### config.mk
export PLATFORM = sky130hd
export DESIGN_NAME = fetch_ctrl_flat
export DESIGN_NICKNAME = d
export VERILOG_FILES = /design/src/rtl/fetch_if.sv /design/src/rtl/fetch_ctrl.sv /design/src/flat_wrapper.sv
export SDC_FILE = /design/constraint.sdc
export NUM_CORES = 1
export LEC_CHECK = 0
export ABC_AREA = 1
export CAP_MARGIN = 20
export CORE_MARGIN = 2
export CORE_UTILIZATION = 37
export CTS_BUF_LIST = sky130_fd_sc_hd__clkbuf_8
export DETAILED_ROUTE_END_ITERATION = 16
export PLACE_DENSITY = 0.72
export SYNTH_ARGS = -nofsm -noshare
export SYNTH_HDL_FRONTEND = slang
export SYNTH_SLANG_ARGS = --single-unit
### constraint.sdc
create_clock -name clk -period 2.8 [get_ports clk]
set_input_delay 0.56 -clock clk [delete_from_list [all_inputs] [get_ports clk]]
set_output_delay 0.56 -clock clk [all_outputs]
set_load 0.01 [all_outputs]
### src/rtl/fetch_if.sv
// Fetch-stage bus bundle: downstream control, instruction memory port and
// the presented instruction.
//   master : used by fetch_ctrl (drives imem_req/imem_addr/inst*/pc)
//   slave  : used by the environment (drives stall/redirect/imem_ack/rdata)
interface fetch_if;
  localparam int unsigned XLEN = 32;

  logic            stall;
  logic            redirect_valid;
  logic [XLEN-1:0] redirect_pc;
  logic            imem_req;
  logic [XLEN-1:0] imem_addr;
  logic            imem_ack;
  logic [XLEN-1:0] imem_rdata;
  logic            inst_valid;
  logic [XLEN-1:0] inst;
  logic [XLEN-1:0] inst_pc;
  logic [XLEN-1:0] pc;

  modport master (
    input  stall, redirect_valid, redirect_pc, imem_ack, imem_rdata,
    output imem_req, imem_addr, inst_valid, inst, inst_pc, pc
  );

  modport slave (
    output stall, redirect_valid, redirect_pc, imem_ack, imem_rdata,
    input  imem_req, imem_addr, inst_valid, inst, inst_pc, pc
  );
endinterface

### src/rtl/fetch_ctrl.sv
// Instruction fetch controller: issues sequential reads to instruction
// memory, presents one instruction at a time downstream, and handles taken
// redirects (dropping an in-flight read when one is outstanding).
//   clk, reset : clock, synchronous active-high reset
//   bus        : fetch_if.master (stall/redirect in, imem port, inst out, pc)
module fetch_ctrl #(
  parameter logic [31:0] RESET_PC = 32'h0000_0000,
  parameter int unsigned PC_STEP  = 4
) (
  input  logic     clk,
  input  logic     reset,
  fetch_if.master  bus
);
  localparam int unsigned XLEN = 32;

  typedef enum logic [1:0] {IDLE, FETCH, DISCARD} state_e;

  state_e          state_q, state_d;
  logic [XLEN-1:0] pc_q, pc_d;
  logic [XLEN-1:0] addr_q, addr_d;
  logic [XLEN-1:0] inst_q, inst_d;
  logic [XLEN-1:0] inst_pc_q, inst_pc_d;
  logic            inst_valid_q, inst_valid_d;

  logic            req_c;
  logic            ack_acc_c;
  logic            xfer_c;
  logic [XLEN-1:0] redir_pc_c;
  logic [XLEN-1:0] pc_inc_c;

  // Request whenever active and the output slot is free or draining.
  always_comb begin
    req_c      = (state_q != IDLE) && (!inst_valid_q || !bus.stall);
    ack_acc_c  = req_c && bus.imem_ack;
    xfer_c     = inst_valid_q && !bus.stall;
    redir_pc_c = {bus.redirect_pc[XLEN-1:2], 2'b00};
    pc_inc_c   = pc_q + XLEN'(PC_STEP);
  end

  // Next-state and datapath updates.
  always_comb begin
    state_d      = state_q;
    pc_d         = pc_q;
    addr_d       = addr_q;
    inst_d       = inst_q;
    inst_pc_d    = inst_pc_q;
    inst_valid_d = inst_valid_q;

    unique case (state_q)
      IDLE: begin
        state_d = FETCH;
        addr_d  = pc_q;
        if (bus.redirect_valid) begin
          pc_d   = redir_pc_c;
          addr_d = redir_pc_c;
        end
      end
      FETCH: begin
        if (bus.redirect_valid) begin
          pc_d         = redir_pc_c;
          inst_valid_d = 1'b0;
          // An outstanding read must complete before the new target is sent.
          if (req_c && !bus.imem_ack) state_d = DISCARD;
          else                        addr_d  = redir_pc_c;
        end else if (ack_acc_c) begin
          inst_d       = bus.imem_rdata;
          inst_pc_d    = addr_q;
          inst_valid_d = 1'b1;
          pc_d         = pc_inc_c;
          addr_d       = pc_inc_c;
        end else if (xfer_c) begin
          inst_valid_d = 1'b0;
        end
      end
      DISCARD: begin
        inst_valid_d = 1'b0;
        if (bus.redirect_valid) begin
          pc_d = redir_pc_c;
        end else if (ack_acc_c) begin
          addr_d  = pc_q;
          state_d = FETCH;
        end
      end
      default: state_d = IDLE;
    endcase
  end

  always_ff @(posedge clk) begin
    if (reset) begin
      state_q      <= IDLE;
      pc_q         <= RESET_PC;
      addr_q       <= RESET_PC;
      inst_q       <= '0;
      inst_pc_q    <= '0;
      inst_valid_q <= 1'b0;
    end else begin
      state_q      <= state_d;
      pc_q         <= pc_d;
      addr_q       <= addr_d;
      inst_q       <= inst_d;
      inst_pc_q    <= inst_pc_d;
      inst_valid_q <= inst_valid_d;
    end
  end

  assign bus.imem_req   = req_c;
  assign bus.imem_addr  = addr_q;
  assign bus.inst_valid = inst_valid_q;
  assign bus.inst       = inst_q;
  assign bus.inst_pc    = inst_pc_q;
  assign bus.pc         = pc_q;
endmodule
### src/flat_wrapper.sv
// flat-port wrapper written by rule: the top's interface ports become plain ports
module fetch_ctrl_flat 
#(
  parameter logic [31:0] RESET_PC = 32'h0000_0000,
  parameter int unsigned PC_STEP  = 4
)
  (clk, reset, bus_stall, bus_redirect_valid, bus_redirect_pc, bus_imem_ack, bus_imem_rdata, bus_imem_req, bus_imem_addr, bus_inst_valid, bus_inst, bus_inst_pc, bus_pc);
  fetch_if bus_i ();
  input  logic clk;
  input  logic reset;
  input wire logic [$bits(bus_i.stall)-1:0] bus_stall;
  input wire logic [$bits(bus_i.redirect_valid)-1:0] bus_redirect_valid;
  input wire logic [$bits(bus_i.redirect_pc)-1:0] bus_redirect_pc;
  input wire logic [$bits(bus_i.imem_ack)-1:0] bus_imem_ack;
  input wire logic [$bits(bus_i.imem_rdata)-1:0] bus_imem_rdata;
  output wire logic [$bits(bus_i.imem_req)-1:0] bus_imem_req;
  output wire logic [$bits(bus_i.imem_addr)-1:0] bus_imem_addr;
  output wire logic [$bits(bus_i.inst_valid)-1:0] bus_inst_valid;
  output wire logic [$bits(bus_i.inst)-1:0] bus_inst;
  output wire logic [$bits(bus_i.inst_pc)-1:0] bus_inst_pc;
  output wire logic [$bits(bus_i.pc)-1:0] bus_pc;
  assign bus_i.stall = bus_stall;
  assign bus_i.redirect_valid = bus_redirect_valid;
  assign bus_i.redirect_pc = bus_redirect_pc;
  assign bus_i.imem_ack = bus_imem_ack;
  assign bus_i.imem_rdata = bus_imem_rdata;
  assign bus_imem_req = bus_i.imem_req;
  assign bus_imem_addr = bus_i.imem_addr;
  assign bus_inst_valid = bus_i.inst_valid;
  assign bus_inst = bus_i.inst;
  assign bus_inst_pc = bus_i.inst_pc;
  assign bus_pc = bus_i.pc;
  fetch_ctrl #(.RESET_PC(RESET_PC), .PC_STEP(PC_STEP)) u_core (.clk(clk), .reset(reset), .bus(bus_i));
endmodule
==> summary.txt, run 1 <==
outcome -> finished clean
post-synth top area cell -> dfxtp_1
CTS clk-pin slew, worst paths -> 80 ps
cts bufs inserted -> 17
Slew Viols, Final -> 0
routability cong. -> 0.923
router iterations before antenna repair -> 5
HP Class -> flop to flop
crit path capture type -> output pin
critical path startpoint category -> flop
Min-Delay Path Depth -> 2
Placed Cells -> 1,499
Post-Layout Cell Count -> 1,533
Synth Register Bits -> 131
CP max-delay cell -> clkdlybuf4s50_1
Mapped Nets -> 1,192
Setup Buffers After CTS -> 0
core area -> 18,600 sq um
die area -> 20,000 sq um
Crit path required time -> 2240 ps
htree depth -> 4
overall power -> 8.67 mW
first-pass GRT wire length -> 37,300 microns
RSZ-0062 raised after global routing -> no
# resized after CTS -> 0
design area -> 9520 sq um
Clock Root Buffer -> clkbuf_8
clk sink count -> 131
Detail Route Antenna Nets -> 0
Vias/cell -> 5.12
minimum clock period -> 2520 ps
Leak Pwr -> 3.96 nW
FF-to-FF setup slack -> 640 ps
R2R cell count -> 15
clk_skew -> 9.90 ps
fraction of met3 tracks used by global routing -> 6.28%
Rows -> 50
largest net degree at the start of global routing -> 68
port bufs -> 196
IO Pins -> 199
Total Routing Usage GR -> 23.2%
Worst Path Class, Setup -> flop to output pin
worst hold slack -> 468 ps
Slew HR -> 56.8%
Core Util, Final -> 51.1%
critical-path cell list -> inv_1 -> ha_1 -> inv_2 -> nand2_2 -> inv_4 -> clkdlybuf4s50_1
Clock Latency Late Sink -> 460 ps
hold path startpoint -> u_core.bus.imem_addr[11]$_SDFFE_PP0P_
warnings from Yosys -> 0
Arr. time, crit path -> 1960 ps
P&R area growth vs syn -> 35.9%
vias in the first global route -> 7,286
worst slew pin tran -> 646 ps
post-synthesis cell count -> 1,117
GR Layer Usage met1 -> 29.7%
Die X -> 142 microns
TritonCTS clock tree -> yes
main area contributors after synthesis -> dfxtp_1 37%, nand2_1 15%, nor2_1 13%
pwr/cell area -> 911 nW/um^2
Avg Cell Area, Syn -> 6.27 sq um
r2r startpoint -> u_core.state_q[0]$_SDFFE_PP0P_
setup TNS -> 0 ps
grt met2 use -> 37.9%
MaxCap Viol Count -> 0
per-cell routed wire length -> 15.2 microns
final hold vios -> 0
library cells used by synthesis -> 36
post-synth top area share -> 37.4%
fin worst setup slack -> 279 ps
Routed WL -> 23,300 microns
achievable frequency -> 397 MHz
layout cell share with drive strength beyond 1 -> 7.09%
capturing point of the worst reg2reg path -> u_core.bus.imem_addr[1]$_SDFFE_PP0P_
gr ovfl total -> 0
Starting Density -> 37.6%
Synth Cell Area -> 7000 sq um
final net count -> 1,360
Post-CTS Hold Fix Bufs -> 0
CP peak stage delay -> 540 ps
initial antenna violation count -> 1
DP Area -> 9090 sq um
worst slack at placement -> 234 ps
drt drc -> 0
chip height -> 142 microns
Tcrit/Tclk final -> 90.0%
dpl hpwl -> 15,500 microns
Max VDD drop -> 0.000780 V
Hold EP -> u_core.bus.imem_addr[11]$_SDFFE_PP0P_
Crit Path Max Fanout -> 5
post-synthesis sequential area ratio -> 37.4%
Max clock buf depth -> 2
GRT busiest layer -> met2
DR vias -> 7,850
DRT iter0 DRCs -> 673
total setup violations reported at the end of the flow -> 0
critical path: cells and delay by family (launching register included):
kind	cells	cell delay (ps)
buffers and inverters	4	760
flip-flops	1	420
adder cells (fa/ha/maj)	1	240
AND/OR/NAND/NOR	1	70
how the worst max path moves through the flow:
stage / from / to / slack [ps] / depth (start not counted)
floorplan: u_core.state_q[0]$_SDFFE_PP0P_ / u_core.bus.imem_addr[21]$_SDFFE_PP0P_ / 1030 / 16
finish: u_core.state_q[0]$_SDFFE_PP0P_ / bus_imem_req / 280 / 6
global route: u_core.state_q[0]$_SDFFE_PP0P_ / bus_imem_req / 190 / 6
global placement: bus_stall / u_core.bus.inst_pc[20]$_SDFFE_PP0P_ / 290 / 9
detailed placement: bus_stall / u_core.bus.inst[25]$_SDFFE_PP0P_ / 230 / 9
CTS: u_core.state_q[0]$_SDFFE_PP0P_ / bus_imem_req / 240 / 6
kinds of logic (layout without fill, tap and decap cells):
kind of cell,Yosys count,count (layout),synth area share (%)
AOI/OAI and AO/OA,239,239,17.7
and+or+nand+nor,610,610,35.6
buffers and inverters,129,310,7.93
other,0,1,0
DFF,131,131,37.4
adders and majority gates,6,6,1.07
xor gates and xnor gates,2,2,0.250
power breakdown:
group	switching (mW)	total (mW)	leakage (nW)	internal (mW)
clock	0.848	1.70	0.191	0.848
sequential	0.540	2.86	1.07	2.32
combinational	2.41	4.12	2.70	1.71
placed cells by master, fill, tap and decap left out, types with 3 or more instances in the layout:
cell,count
nand2_1,272
nor2_1,239
clkdlybuf4s50_1,195
dfxtp_1,131
o21ai_0,120
a21oi_1,89
nand3_1,60
inv_1,51
clkbuf_8,19
buf_4,17
o21ai_1,15
nor2_2,13
inv_2,10
nand4_1,7
nand2_2,6
ha_1,6
clkinvlp_4,5
nor2_4,4
o22ai_1,4
clkinv_4,4
and2_1,3
o211ai_1,3
a22oi_1,3
routing by layer:
metal,wire length (microns),up-vias
met3,1870,34
li1,-,3936
met5,0,-
met1,10000,3569
met2,10900,311
met4,445,0
area by class of cell:
cell class | count | area [sq um]
fillers | 1868 | 9120
clock buffers | 19 | 262
flip-flops and latches | 131 | 2620
clock inverters | 13 | 150
well taps | 234 | 293
multi-input cells | 857 | 3830
repair buffers | 215 | 2120
diodes | 1 | 2.50
inverters | 63 | 241
sequential cells by signal (all words and copies together), names as in the netlist:
signal,flops
u_core.state_q,2
u_core.bus.inst,32
u_core.bus.inst_valid,1
u_core.bus.imem_addr,32
u_core.bus.pc,32
u_core.bus.inst_pc,32
cells in the mapped netlist:
cell / count
o22ai_1: 4
or2_2: 1
nor2_2: 13
xnor2_1: 1
inv_4: 2
xor2_1: 1
a22oi_1: 3
nor3_1: 1
buf_4: 6
a211oi_1: 2
nor2_1: 239
nand3_1: 60
nand4_2: 1
clkbuf_1: 37
buf_6: 3
a21oi_1: 89
inv_1: 52
buf_2: 17
nand3_2: 1
o21ai_4: 1
nand4_1: 7
buf_1: 3
nand2_2: 6
o211ai_1: 3
and2_1: 3
nand2_4: 1
nor2_4: 4
ha_1: 6
nand2_1: 272
a311oi_1: 1
o21ai_0: 120
or2_1: 1
inv_2: 9
dfxtp_1: 131
a31oi_1: 1
o21ai_1: 15
Note: power is estimated with default switching activity, not from simulation.
==> run 2, diff against run 1 <==
--- a/config.mk
+++ b/config.mk
@@ -11,7 +11,7 @@
 export CORE_UTILIZATION = 37
 export CTS_BUF_LIST = sky130_fd_sc_hd__clkbuf_8
 export DETAILED_ROUTE_END_ITERATION = 16
-export PLACE_DENSITY = 0.72
+export PLACE_DENSITY = 0.74
 export SYNTH_ARGS = -nofsm -noshare
 export SYNTH_HDL_FRONTEND = slang
 export SYNTH_SLANG_ARGS = --single-unit
==> constraint.sdc (replaced) <==
create_clock -name clk -period 2 [get_ports clk]
set_input_delay 0.4 -clock clk [delete_from_list [all_inputs] [get_ports clk]]
set_output_delay 0.4 -clock clk [all_outputs]
set_load 0.01 [all_outputs]
==> run 2 against run 1 <==
  * Combinational power grew 49%
  * Global-route usage increased by 0.67 points
  * Worst hold slack gained 2.6 ps
  * Setup slack got worse by 220 ps
  * Largest power group unchanged
==> summary.txt, run 2 (synthesized netlist as in run 1, its figures left out) <==
outcome -> finished clean
first-pass GRT wire length -> 38,600 microns (+3.4%)
achievable frequency -> 514 MHz
FILL cells -> 1,844 (-1.3%)
dpl hpwl -> 16,600 microns (+7.0%)
HP Class -> flop to flop
DRT iter0 DRCs -> 699 (+3.9%)
Setup Buffers After CTS -> 0 (unchanged)
footprint of the multi-input gates -> 3840 sq um (+0.29%)
critical-path cell list -> clkdlybuf4s50_1
DR vias -> 7,989 (+1.8%)
Crit path required time -> 1600 ps (-640 ps)
Routed WL -> 23,400 microns (+0.70%)
Total Routing Usage GR -> 23.8% (+0.67 points)
Vias/cell -> 5.13 (+0.27%)
most frequent cells in the layout -> 272 x nand2_1, 238 x nor2_1, 193 x clkdlybuf4s50_1, 128 x dfxtp_1, 120 x o21ai_0
per-cell routed wire length -> 15.1 microns (-0.79%)
TritonCTS clock tree -> yes
CP peak stage delay -> 640 ps (+100 ps)
P&R area growth vs syn -> 39.9%
IO Pins -> 199 (unchanged)
final net count -> 1,387 (+2.0%)
setup TNS -> 0 ps (unchanged)
Arr. time, crit path -> 1550 ps (-410 ps)
final hold vios -> 0 (unchanged)
crit-path leading delay family -> buffers and inverters
Max clock buf depth -> 2 (unchanged)
Slew HR -> 73.6% (+17 points)
# diodes -> 0 (-1)
overall power -> 12.4 mW (+43%)
router iterations before antenna repair -> 8 (+3)
Rows -> 50 (unchanged)
CP max-delay cell -> clkdlybuf4s50_1
gr ovfl total -> 0 (unchanged)
Leak Pwr -> 4.15 nW (+4.7%)
clk_skew -> 16.7 ps (+6.77 ps)
cts bufs inserted -> 17 (unchanged)
design area -> 9800 sq um (+2.9%)
worst slew pin tran -> 396 ps (-250 ps)
chip height -> 142 microns (unchanged)
port bufs -> 196 (unchanged)
CTS clk-pin slew, worst paths -> 70 ps (about the same)
Crit Path Max Fanout -> 5 (unchanged)
total setup violations reported at the end of the flow -> 0 (unchanged)
core area -> 18,600 sq um (unchanged)
Clock Latency Late Sink -> 450 ps (about the same)
Post-Layout Cell Count -> 1,556 (+1.5%)
largest net degree at the start of global routing -> 44 (-35%)
fin worst setup slack -> 54.2 ps (-225 ps)
initial antenna violation count -> 0 (-1)
worst hold slack -> 470 ps (+2.62 ps)
RSZ-0062 raised after global routing -> yes
Starting Density -> 37.6% (unchanged)
die area -> 20,000 sq um (unchanged)
pwr/cell area -> 1270 nW/um^2 (+39%)
Detail Route Antenna Nets -> 0 (unchanged)
Die X -> 142 microns (unchanged)
layout cell share with drive strength beyond 1 -> 8.85% (+1.8 points)
Placed Cells -> 1,527 (+1.9%)
minimum clock period -> 1950 ps
routability cong. -> 0.949 (+2.8%)
commonest non-fill, non-tap cell in the layout -> nand2_1
DP Area -> 9400 sq um (+3.4%)
vias in the first global route -> 7,756 (+6.5%)
Core Util, Final -> 52.6% (+1.5 points)
FF/Latch Area -> 2630 sq um (+0.14%)
worst slack at placement -> -60.7 ps (-295 ps)
clk sink count -> 131 (unchanged)
Clock Root Buffer -> clkbuf_8
Tcrit/Tclk final -> 97.3%
MaxCap Viol Count -> 0 (unchanged)
critical path startpoint category -> flop
crit path capture type -> output pin
Worst Path Class, Setup -> flop to output pin
drt drc -> 0 (unchanged)
Max VDD drop -> 0.000592 V (-24%)
htree depth -> 4 (unchanged)
worst path buffer plus inverter count -> 1 (-3)
Slew Viols, Final -> 0 (unchanged)
[run 2: area by class of cell]
type                    instances  share of cell area, %
clock buffers                  19                   2.67
repair buffers                242                   24.7
well taps                     234                   2.99
inverters                      63                   2.46
multi-input cells             857                   39.2
flip-flops and latches        131                   26.8
clock inverters                10                   1.23
[run 2: where the power goes]
part	leakage [nW]	switching (mW)	internal [mW]
clock network	0.212	1.02	1.25
logic	2.86	3.48	2.67
registers	1.07	0.728	3.26
total	4.15	5.23	7.18
[run 2: what timing repair did]
| item | in CTS | in global routing |
|---|---|---|
| pin swaps | 0 | 0 |
| resized for setup | 4 | 6 |
| endpoints found under the setup margin | 2 | 22 |
| hold buffers | 0 | 0 |
[run 2: worst paths after layout]
check,from,depth (start not counted),end,slack [ps]
min reg2reg,u_core.bus.imem_addr[6]$_SDFFE_PP0P_,2,u_core.bus.imem_addr[6]$_SDFFE_PP0P_,470
max,u_core.bus.pc[5]$_SDFFE_PP0P_,1,bus_pc[5],50
max reg2reg,u_core.state_q[1]$_SDFFE_PP0P_,15,u_core.bus.imem_addr[14]$_SDFFE_PP0P_,160
min,u_core.bus.imem_addr[6]$_SDFFE_PP0P_,2,u_core.bus.imem_addr[6]$_SDFFE_PP0P_,470
[run 2: tightest hold or removal path, cell delays in order (launching register included)]
cell and delay, ps:
dfxtp_1 320, nand2_1 60, nand2_1 40
[run 2: metal layers]
layer	part of all wire [%]	vias up	global-route usage [%]	wire, microns
met5	0	-	0	0
met4	3.1	0	10.2	724
met3	7.7	53	5.43	1810
met2	46	357	39.1	10800
met1	43	3587	30.2	10100
li1	-	3992	-	-
==> run 3, diff against run 2 <==
--- a/config.mk
+++ b/config.mk
@@ -12,6 +12,7 @@
 export CTS_BUF_LIST = sky130_fd_sc_hd__clkbuf_8
 export DETAILED_ROUTE_END_ITERATION = 16
 export PLACE_DENSITY = 0.74
+export RECOVER_POWER = 50
 export SYNTH_ARGS = -nofsm -noshare
 export SYNTH_HDL_FRONTEND = slang
 export SYNTH_SLANG_ARGS = --single-unit
==> constraint.sdc (replaced) <==
create_clock -name clk -period 1.75 [get_ports clk]
set_input_delay 0.35 -clock clk [delete_from_list [all_inputs] [get_ports clk]]
set_output_delay 0.35 -clock clk [all_outputs]
set_load 0.01 [all_outputs]
==> run 3 against run 2 <==
  * Cell count rose by 2.4%
  * Wire length rose by 7.7%
  * Register-to-register slack got worse by 110 ps
  * Non-clock buffer count rose by 38
  * Flip-flop and latch count did not move
  * Sequential share of layout area fell by 0.99 points
  * Clock power barely moved
  * Clock skew fell by 3.7 ps
  * Total power rose by 15%
  * Sequential power rose by 14%
  * First-iteration DRC count fell by 2.6%
  * Combinational power rose by 21%
  * Critical endpoint is now u_core.bus.pc[17]$_SDFFE_PP0P_
==> summary.txt, run 3 (synthesized netlist as in run 1, its figures left out) <==
die area -> 20,000 sq um (unchanged)
port bufs -> 196 (unchanged)
per-cell routed wire length -> 15.8 microns (+5.2%)
Rows -> 50 (unchanged)
final hold vios -> 0 (unchanged)
Detail Route Antenna Nets -> 0 (unchanged)
critical-path cell list -> buf_4 -> ha_1 -> inv_2 -> nor2_4 -> nand2_4 -> nand2_4 -> inv_6 -> buf_4 -> buf_12 -> o21ai_0 -> a21oi_1
Worst Path Class, Setup -> flop to flop
CP peak stage delay -> 350 ps (-290 ps)
Routed WL -> 25,200 microns (+7.7%)
commonest non-fill, non-tap cell in the layout -> nand2_1
DR vias -> 8,259 (+3.4%)
htree depth -> 4 (unchanged)
TritonCTS clock tree -> yes
router iterations before antenna repair -> 5 (-3)
Slew HR -> 78.3% (+4.7 points)
Max Used Layer -> met4
Max VDD drop -> 0.000858 V (+45%)
clk_skew -> 12.9 ps (-3.73 ps)
crit path capture type -> flop
vias in the first global route -> 7,647 (-1.4%)
achievable frequency -> 588 MHz
cts bufs inserted -> 17 (unchanged)
worst slew pin tran -> 326 ps (-70.9 ps)
MaxCap Viol Count -> 0 (unchanged)
Slew Viols, Final -> 0 (unchanged)
CTS clk-pin slew, worst paths -> 70 ps (about the same)
Crit Path Max Fanout -> 8 (+3)
Crit path required time -> 2080 ps (+480 ps)
Die X -> 142 microns (unchanged)
HP Class -> input port to flop
crit-path leading delay family -> buffers and inverters
sequential power share -> 31.8% (-0.3 points)
P_int -> 7.97 mW (+11%)
P&R area growth vs syn -> 46.6%
DRT iter0 DRCs -> 681 (-2.6%)
combinational power share -> 52.3% (+2.7 points)
Starting Density -> 37.6% (unchanged)
Post-CTS Hold Fix Bufs -> 0 (unchanged)
Tcrit/Tclk final -> 97.1%
gr ovfl total -> 0 (unchanged)
Max clock buf depth -> 2 (unchanged)
Total Routing Usage GR -> 23.8% (-0.059 points)
minimum clock period -> 1700 ps
first-pass GRT wire length -> 38,100 microns (-1.4%)
wire length on met1 -> 10,700 microns (+6.0%)
final net count -> 1,425 (+2.7%)
critical path startpoint category -> flop
WL met3 -> 2160 microns (+19%)
pwr/cell area -> 1380 nW/um^2 (+9.3%)
worst hold slack -> 395 ps (-75.1 ps)
met2 routed WL -> 11,700 microns (+8.1%)
RSZ-0062 raised after global routing -> yes
FILL cells -> 1,796 (-2.6%)
setup TNS -> 0 ps (unchanged)
fin worst setup slack -> 50.5 ps (-3.71 ps)
initial antenna violation count -> 1 (+1)
dpl hpwl -> 16,800 microns (+1.6%)
drt drc -> 0 (unchanged)
Clock Latency Late Sink -> 450 ps (about the same)
Leak Pwr -> 4.50 nW (+8.5%)
routability cong. -> 0.935 (-1.4%)
Clock power frac -> 16.0% (-2.3 points)
outcome -> finished clean
worst path buffer plus inverter count -> 5 (+4)
total setup violations reported at the end of the flow -> 0 (unchanged)
Core Util, Final -> 55.1% (+2.5 points)
core area -> 18,600 sq um (unchanged)
Arr. time, crit path -> 2030 ps (+480 ps)
most frequent cells in the layout -> 270 x nand2_1, 201 x nor2_1, 125 x clkdlybuf4s50_1, 119 x o21ai_0, 110 x dfxtp_1
CP max-delay cell -> dfxtp_4
clk sink count -> 131 (unchanged)
chip height -> 142 microns (unchanged)
Sw Ratio -> 43.9% (+1.8 points)
largest net degree at the start of global routing -> 42 (-4.5%)
Clock Root Buffer -> clkbuf_8
IO Pins -> 199 (unchanged)
Vias/cell -> 5.18 (+0.92%)
worst slack at placement -> -240 ps (-180 ps)
layout cell share with drive strength beyond 1 -> 16.0% (+7.2 points)
NetSw -> 6.24 mW (+19%)
design area -> 10,300 sq um (+4.8%)
DP Area -> 9590 sq um (+2.0%)
==> run 3: final cells by class <==
type | instances | area [sq um] | share of cell area, %
sequential | 131 | 2650 | 25.8
inverter | 63 | 246 | 2.40
timing repair buffer | 280 | 2710 | 26.4
antenna | 1 | 2.50 | 0.0244
multi-input combinational | 857 | 4040 | 39.3
clock buffer | 21 | 289 | 2.81
clock inverter | 7 | 37.5 | 0.365
tap | 234 | 293 | 2.85
==> run 3: metrics by stage <==
stage,instances,total power [mW]
detailed placement,1552,11.8
CTS,1582,13.9
global route,1594,15.2
finish,1594,14.2
floorplan,1117,8.34
global placement,1552,11.7
==> run 3: timing repair <==
item                       CTS  global route
cloned                       0             5
pin swaps                    1             9
buffers inserted             2             6
setup endpoints to repair  139           152
hold endpoints to repair     0             0
gates resized for setup     65           101
==> run 3: power by group through the flow <==
| stage | Sequential (mW) | Combinational, mW | Clock, mW |
|---|---|---|---|
| 5_1_grt | 4.62 | 8.13 | 2.45 |
| 4_1_cts | 4.47 | 7.09 | 2.32 |
| 3_3_place_gp | 4.47 | 7.20 | 0 |
| 2_1_floorplan | 4.72 | 3.62 | 0 |
| 6_report | 4.52 | 7.43 | 2.27 |
| 3_5_place_dp | 4.49 | 7.28 | 0 |
==> run 3: worst min-delay path: cells and delay by family <==
family,cells,cell delay (ps)
buffers and inverters,1,210
AND/OR/NAND/NOR,2,160
AO/OA/AOI/OAI,1,70
==> run 3: path summary, 6_finish.rpt <==
| path | startpoint | end | slack [ps] | depth (start not counted) |
|---|---|---|---|---|
| max | u_core.state_q[0]$_SDFFE_PP0P_ | u_core.bus.pc[17]$_SDFFE_PP0P_ | 50 | 11 |
| min | bus_redirect_valid | u_core.bus.inst_valid$_SDFFE_PP0P_ | 400 | 4 |
| max reg2reg | u_core.state_q[0]$_SDFFE_PP0P_ | u_core.bus.pc[17]$_SDFFE_PP0P_ | 50 | 11 |
| min reg2reg | u_core.bus.imem_addr[11]$_SDFFE_PP0P_ | u_core.bus.imem_addr[11]$_SDFFE_PP0P_ | 470 | 2 |
==> run 3: layer usage <==
metal	global-route usage (%)	vias to the layer above
met5	0	-
met4	8.79	0
met3	6.24	46
met2	39.2	403
met1	30.0	3741
li1	-	4069
